<file path="config.mk">
export PLATFORM = sky130hd
export DESIGN_NAME = div_clk_monitor
export DESIGN_NICKNAME = d
export VERILOG_FILES = /design/src/rtl/div_clk_monitor.sv
export SDC_FILE = /design/constraint.sdc
export NUM_CORES = 1
export LEC_CHECK = 0
export ABC_AREA = 1
export CELL_PAD_IN_SITES_DETAIL_PLACEMENT = 1
export CELL_PAD_IN_SITES_GLOBAL_PLACEMENT = 1
export CORE_MARGIN = 2
export CORE_UTILIZATION = 41
export DETAILED_ROUTE_END_ITERATION = 6
export PLACE_DENSITY = 0.77
export SYNTH_ARGS = -nofsm -noshare
export SYNTH_HDL_FRONTEND = slang
export SYNTH_SLANG_ARGS = --single-unit
</file>
<file path="constraint.sdc">
create_clock -name clk_in -period 3 [get_ports clk_in]
set_clock_uncertainty 0.1 [all_clocks]
set_input_delay 0.9 -clock clk_in [delete_from_list [all_inputs] [get_ports clk_in]]
set_output_delay 0.9 -clock clk_in [all_outputs]
set_load 0.03 [all_outputs]
</file>
<file path="src/rtl/div_clk_monitor.sv">
// div_clk_monitor: measures period and high time of a divided clock, checks it against an expected period and flags errors, timeout and lock
module div_clk_monitor #(
  parameter int CNT_W = 16,
  parameter int EXP_PERIOD = 5,
  parameter int TOL = 0,
  parameter int TIMEOUT = 1023,
  parameter int LOCK_N = 4
) (
  input  logic             clk_in,
  input  logic             rst,
  input  logic             sig_in,
  input  logic             clear,
  output logic [CNT_W-1:0] period,
  output logic [CNT_W-1:0] high_time,
  output logic             meas_valid,
  output logic             period_err,
  output logic             timeout,
  output logic             locked
);
  localparam int GW = $clog2(LOCK_N + 1);
  localparam logic [GW-1:0] LOCK_G = GW'(LOCK_N);
  localparam logic [CNT_W:0] EXP_X = (CNT_W + 1)'(EXP_PERIOD);
  localparam logic [CNT_W:0] TOL_X = (CNT_W + 1)'(TOL);
  localparam logic [CNT_W-1:0] TMO = CNT_W'(TIMEOUT);
  typedef enum logic [1:0] {IDLE, HIGH, LOW} state_t;
  state_t state, state_nx;
  logic s1, s2, s3, rise, fall, wdog, in_tol;
  logic [CNT_W-1:0] cnt, hi_tmp, hi_tmp_nx, period_nx, high_time_nx;
  logic [CNT_W:0] cnt_x, diff;
  logic [GW-1:0] good_cnt, good_cnt_nx;
  logic meas_valid_nx, period_err_nx, timeout_nx, locked_nx;
  assign rise = s2 & ~s3;
  assign fall = ~s2 & s3;
  assign wdog = (state != IDLE) && (cnt == TMO) && !rise;
  assign cnt_x = {1'b0, cnt};
  assign diff = (cnt_x >= EXP_X) ? cnt_x - EXP_X : EXP_X - cnt_x;
  assign in_tol = diff <= TOL_X;
  always_comb begin
    state_nx = state;
    hi_tmp_nx = hi_tmp;
    period_nx = period;
    high_time_nx = high_time;
    good_cnt_nx = good_cnt;
    meas_valid_nx = 1'b0;
    period_err_nx = period_err;
    timeout_nx = timeout;
    locked_nx = locked;
    if (clear) begin
      state_nx = IDLE;
      period_nx = '0;
      high_time_nx = '0;
      good_cnt_nx = '0;
      period_err_nx = 1'b0;
      timeout_nx = 1'b0;
      locked_nx = 1'b0;
    end else if (wdog) begin
      state_nx = IDLE;
      good_cnt_nx = '0;
      timeout_nx = 1'b1;
      locked_nx = 1'b0;
    end else begin
      case (state)
        IDLE: state_nx = rise ? HIGH : IDLE;
        HIGH: if (fall) begin
          hi_tmp_nx = cnt;
          state_nx = LOW;
        end
        LOW: if (rise) begin
          state_nx = HIGH;
          period_nx = cnt;
          high_time_nx = hi_tmp;
          meas_valid_nx = 1'b1;
          if (in_tol) begin
            good_cnt_nx = (good_cnt == LOCK_G) ? LOCK_G : good_cnt + GW'(1);
            locked_nx = good_cnt_nx == LOCK_G;
          end else begin
            good_cnt_nx = '0;
            period_err_nx = 1'b1;
            locked_nx = 1'b0;
          end
        end
        default: state_nx = IDLE;
      endcase
    end
  end
  always_ff @(posedge clk_in) begin
    if (!rst) begin
      {s1, s2, s3} <= '0;
      cnt <= '0;
      state <= IDLE;
      hi_tmp <= '0;
      period <= '0;
      high_time <= '0;
      good_cnt <= '0;
      meas_valid <= 1'b0;
      period_err <= 1'b0;
      timeout <= 1'b0;
      locked <= 1'b0;
    end else begin
      {s1, s2, s3} <= {sig_in, s1, s2};
      cnt <= rise ? CNT_W'(1) : (&cnt ? cnt : cnt + CNT_W'(1));
      state <= state_nx;
      hi_tmp <= hi_tmp_nx;
      period <= period_nx;
      high_time <= high_time_nx;
      good_cnt <= good_cnt_nx;
      meas_valid <= meas_valid_nx;
      period_err <= period_err_nx;
      timeout <= timeout_nx;
      locked <= locked_nx;
    end
  end
endmodule
</file>
==> impl_metrics.ini <==
[route]
drt_first_pass_iters = 6
drc = 0
drt-vias-per-instance = 5.215
dr_vias = 3901
drt-wirelength-per-cell_um = 16.15
antenna_left = 0
final_wirelength_um = 12080
drtIter0Drc = 144

[critical_path]
worst-endpoint-required_ns = 3.19
crit-reg2reg-launch = cnt[1]
startpoint_type = flip-flop
crit_type = reg2reg
critPathArrivalTime_ns = 2.82
cp-startpoint = cnt[1]
critical_path.endpoint_type = flip-flop
critical_path_peak_fanout = 12
reg2reg_slack_ns = 0.38

[cells_and_area]
regArea_um2 = 1521
multiInputGateArea_um2 = 2117
layout-area-overhead-vs-synth_pct = 16.47
nNetsFinal = 623
nFillCells = 1283
layout-drive-gt1-share_pct = 9.919
antenna-diode-count = 0

[clocking]
cts.reportedPaths.clkPinSlew_ns = 0.10
cts_post_setup_buffers_inserted = 0
cts_max_path_buffers = 2
postCtsHoldBufs = 0
cts.root.buffer_cell = clkbuf_8
cts_htree_levels = 3
cts_sink_cnt = 76
post_cts_resized = 0
clk-insertion-delay-late_ns = 0.37
tritoncts_clock_tree = built
numCtsBuffers = 9

[sta]
finalHoldViolations = 0
final_max_tran_viols = 0
final_min_period_over_clock_period_pct = 87.48
max_slew_margin_pct = 63.61
final-setup-viol-count = 0
fin_crit_ns = 2.624
tightest_slew_ns = 0.5452
grt_setup_unrepaired = no
max_clock_freq_mhz = 381.0
tns_ns = 0

[logic_synthesis]
synth_sequential_area_ratio_pct = 37.36
synthDistinctLibCells = 35
syn-mean-instance-area_um2 = 7.034
synth.cell_area_um2 = 4073
post_synth_edffs = 0
yosys_register_bits = 76
post_synth_most_frequent_cells = 129 x nand2_1, 76 x dfxtp_1, 70 x inv_1, 62 x a21oi_1, 59 x o21ai_0
synthesized_net_count = 592
ys.flop_type = dfxtp_1
synthesis.yosys.warnings = 0
netlist_top_cells_area = dfxtp_1 37%, nand2_1 12%, a21oi_1 7.6%, o21ai_0 7.3%, inv_1 6.5%
most_repeated_cell_in_the_gate_level_netlist_after_synthesis = nand2_1
synth_top_cell_area_share_pct = 37.36
yosysTopAreaCell = dfxtp_1
synth_async_sr_flop_share_pct = 0
postSynthCellCount = 579

[floorplanning]
core-area_um2 = 9729
num_rows = 36
start_util_pct = 41.86
die_width_um = 103.7
fp.dieArea_um2 = 10750
chipHeight_um = 103.7
ios = 40

[pwr]
pwr_density_cell_nw_per_um2 = 428.2
share_clk_of_total_power_pct = 42.3
total_switching_power_mw = 0.5570
p_leak_nw = 2.128
power_frac_seq_pct = 50.3
netSwitchingFraction_pct = 27.42
fin_total_pwr_mw = 2.031
comb_power_share_pct = 7.4
intPower_mw = 1.474
ir_drop_mv = 0.2968

[grt]
first_pass_grt_wire_length_um = 20320
grt_max_degree = 57
number_of_global_route_vias_before_repair = 4099
antenna_found_initial = 0
globalRouteTotalUtil_pct = 23.63
grt_overflow_total = 0

[placed_design]
gp_congestion = 0.8930
place_hpwl_um = 9239
place.port_buffers = 39

[worst_hold_path]
hold_path.startpoint = s1
timing.hold.worst.class = reg2reg

[status]
status = complete, no violations

[run]
max-cap-violations = 0
[through the flow]
stage          hold WS (ns)  utilization, %  instance area [µm²]  instances  setup slack [ns]
3_5_place_dp         0.3142           46.55                 4529        732            0.3608
2_1_floorplan        0.2905               -                 4073        579            0.8372
4_1_cts              0.3445           48.75                 4743        748            0.3433
6_report             0.3360           48.75                 4743        748            0.3755
5_1_grt              0.3819           48.75                 4743        748          0.008071
3_3_place_gp         0.3085           46.55                 4529        732            0.4981
[power by group through the flow]
stage	Clock [mW]	Sequential, mW	Combinational [mW]
2_1_floorplan	0	1.04	0.114
3_3_place_gp	0	1.04	0.148
3_5_place_dp	0	1.05	0.151
4_1_cts	0.876	1.02	0.152
5_1_grt	0.918	1.02	0.175
6_report	0.859	1.02	0.150
[cell type report]
type                    count  share of cell area, %
multi-input cells         403                  44.63
inverters                  73                  5.777
repair buffers             47                  9.496
clock inverters             7                  1.899
clock buffers               9                  2.611
flip-flops and latches     76                  32.08
well taps                 133                  3.508
[routing by layer]
layer | track usage [%] | wire (µm)
met3 | 5.035 | 536
met4 | 8.687 | 316
met2 | 41.58 | 6035
met5 | 0 | 0
met1 | 28.33 | 5193
[sequential cells by signal (all words and copies together) (netlist names)]
name and cells:
hi_tmp 16, period_err 1, state 2, locked 1
s2 1, good_cnt 3, s3 1, timeout 1
cnt 16, period 16, high_time 16, s1 1
meas_valid 1
[worst max-delay path, stage by stage, from the launching register on]
cell and delay [ns]:
dfxtp_1 0.43, inv_1 0.16, ha_1 0.22, nand2_1 0.06, nand2_1 0.19, nor2_4 0.24
nand2_2 0.08, nor2_2 0.36, nand2_1 0.11, nand3_1 0.10, nand3b_1 0.09, nor2_1 0.17
nand3_1 0.10, a21oi_1 0.14
[placed cells by master (no fill, tap or decap), types with 2 or more instances in the layout]
cell type / count
nor2_2: 10
nand2_1: 129
nor3_2: 2
buf_4: 8
inv_1: 70
inv_6: 2
a31oi_1: 3
o211ai_1: 2
inv_2: 3
nand2_2: 7
nor2_1: 41
nor4_1: 2
ha_1: 9
nand3_2: 2
nand4_1: 6
o21ai_0: 59
inv_8: 3
a2111oi_1: 2
nor2_4: 8
nand2_4: 2
xor2_1: 17
dfxtp_1: 76
xnor2_1: 2
nor3_1: 4
clkdlybuf4s50_1: 39
nand3b_1: 2
a21oi_1: 62
nand3_1: 26
clkbuf_8: 9
[path summary, 6_finish.rpt]
kind                       to  depth (start not counted)
setup reg to reg  good_cnt[1]                         13
hold / removal             s2                          2
setup / recovery  good_cnt[1]                         13
hold reg to reg            s2                          2
[cell families (layout without fill, tap and decap cells)]
family                   count (synthesis)  after routing  share of synthesized area (%)
adder cells (fa/ha/maj)                  9              9                          2.765
XOR/XNOR                                19             19                          4.086
flip-flops                              76             76                          37.36
AND/OR/NAND/NOR                        243            243                          27.96
buffers and inverters                  100            136                          10.84
AO/OA/AOI/OAI                          132            132                          16.99
Note: power is estimated with default switching activity, not from simulation.
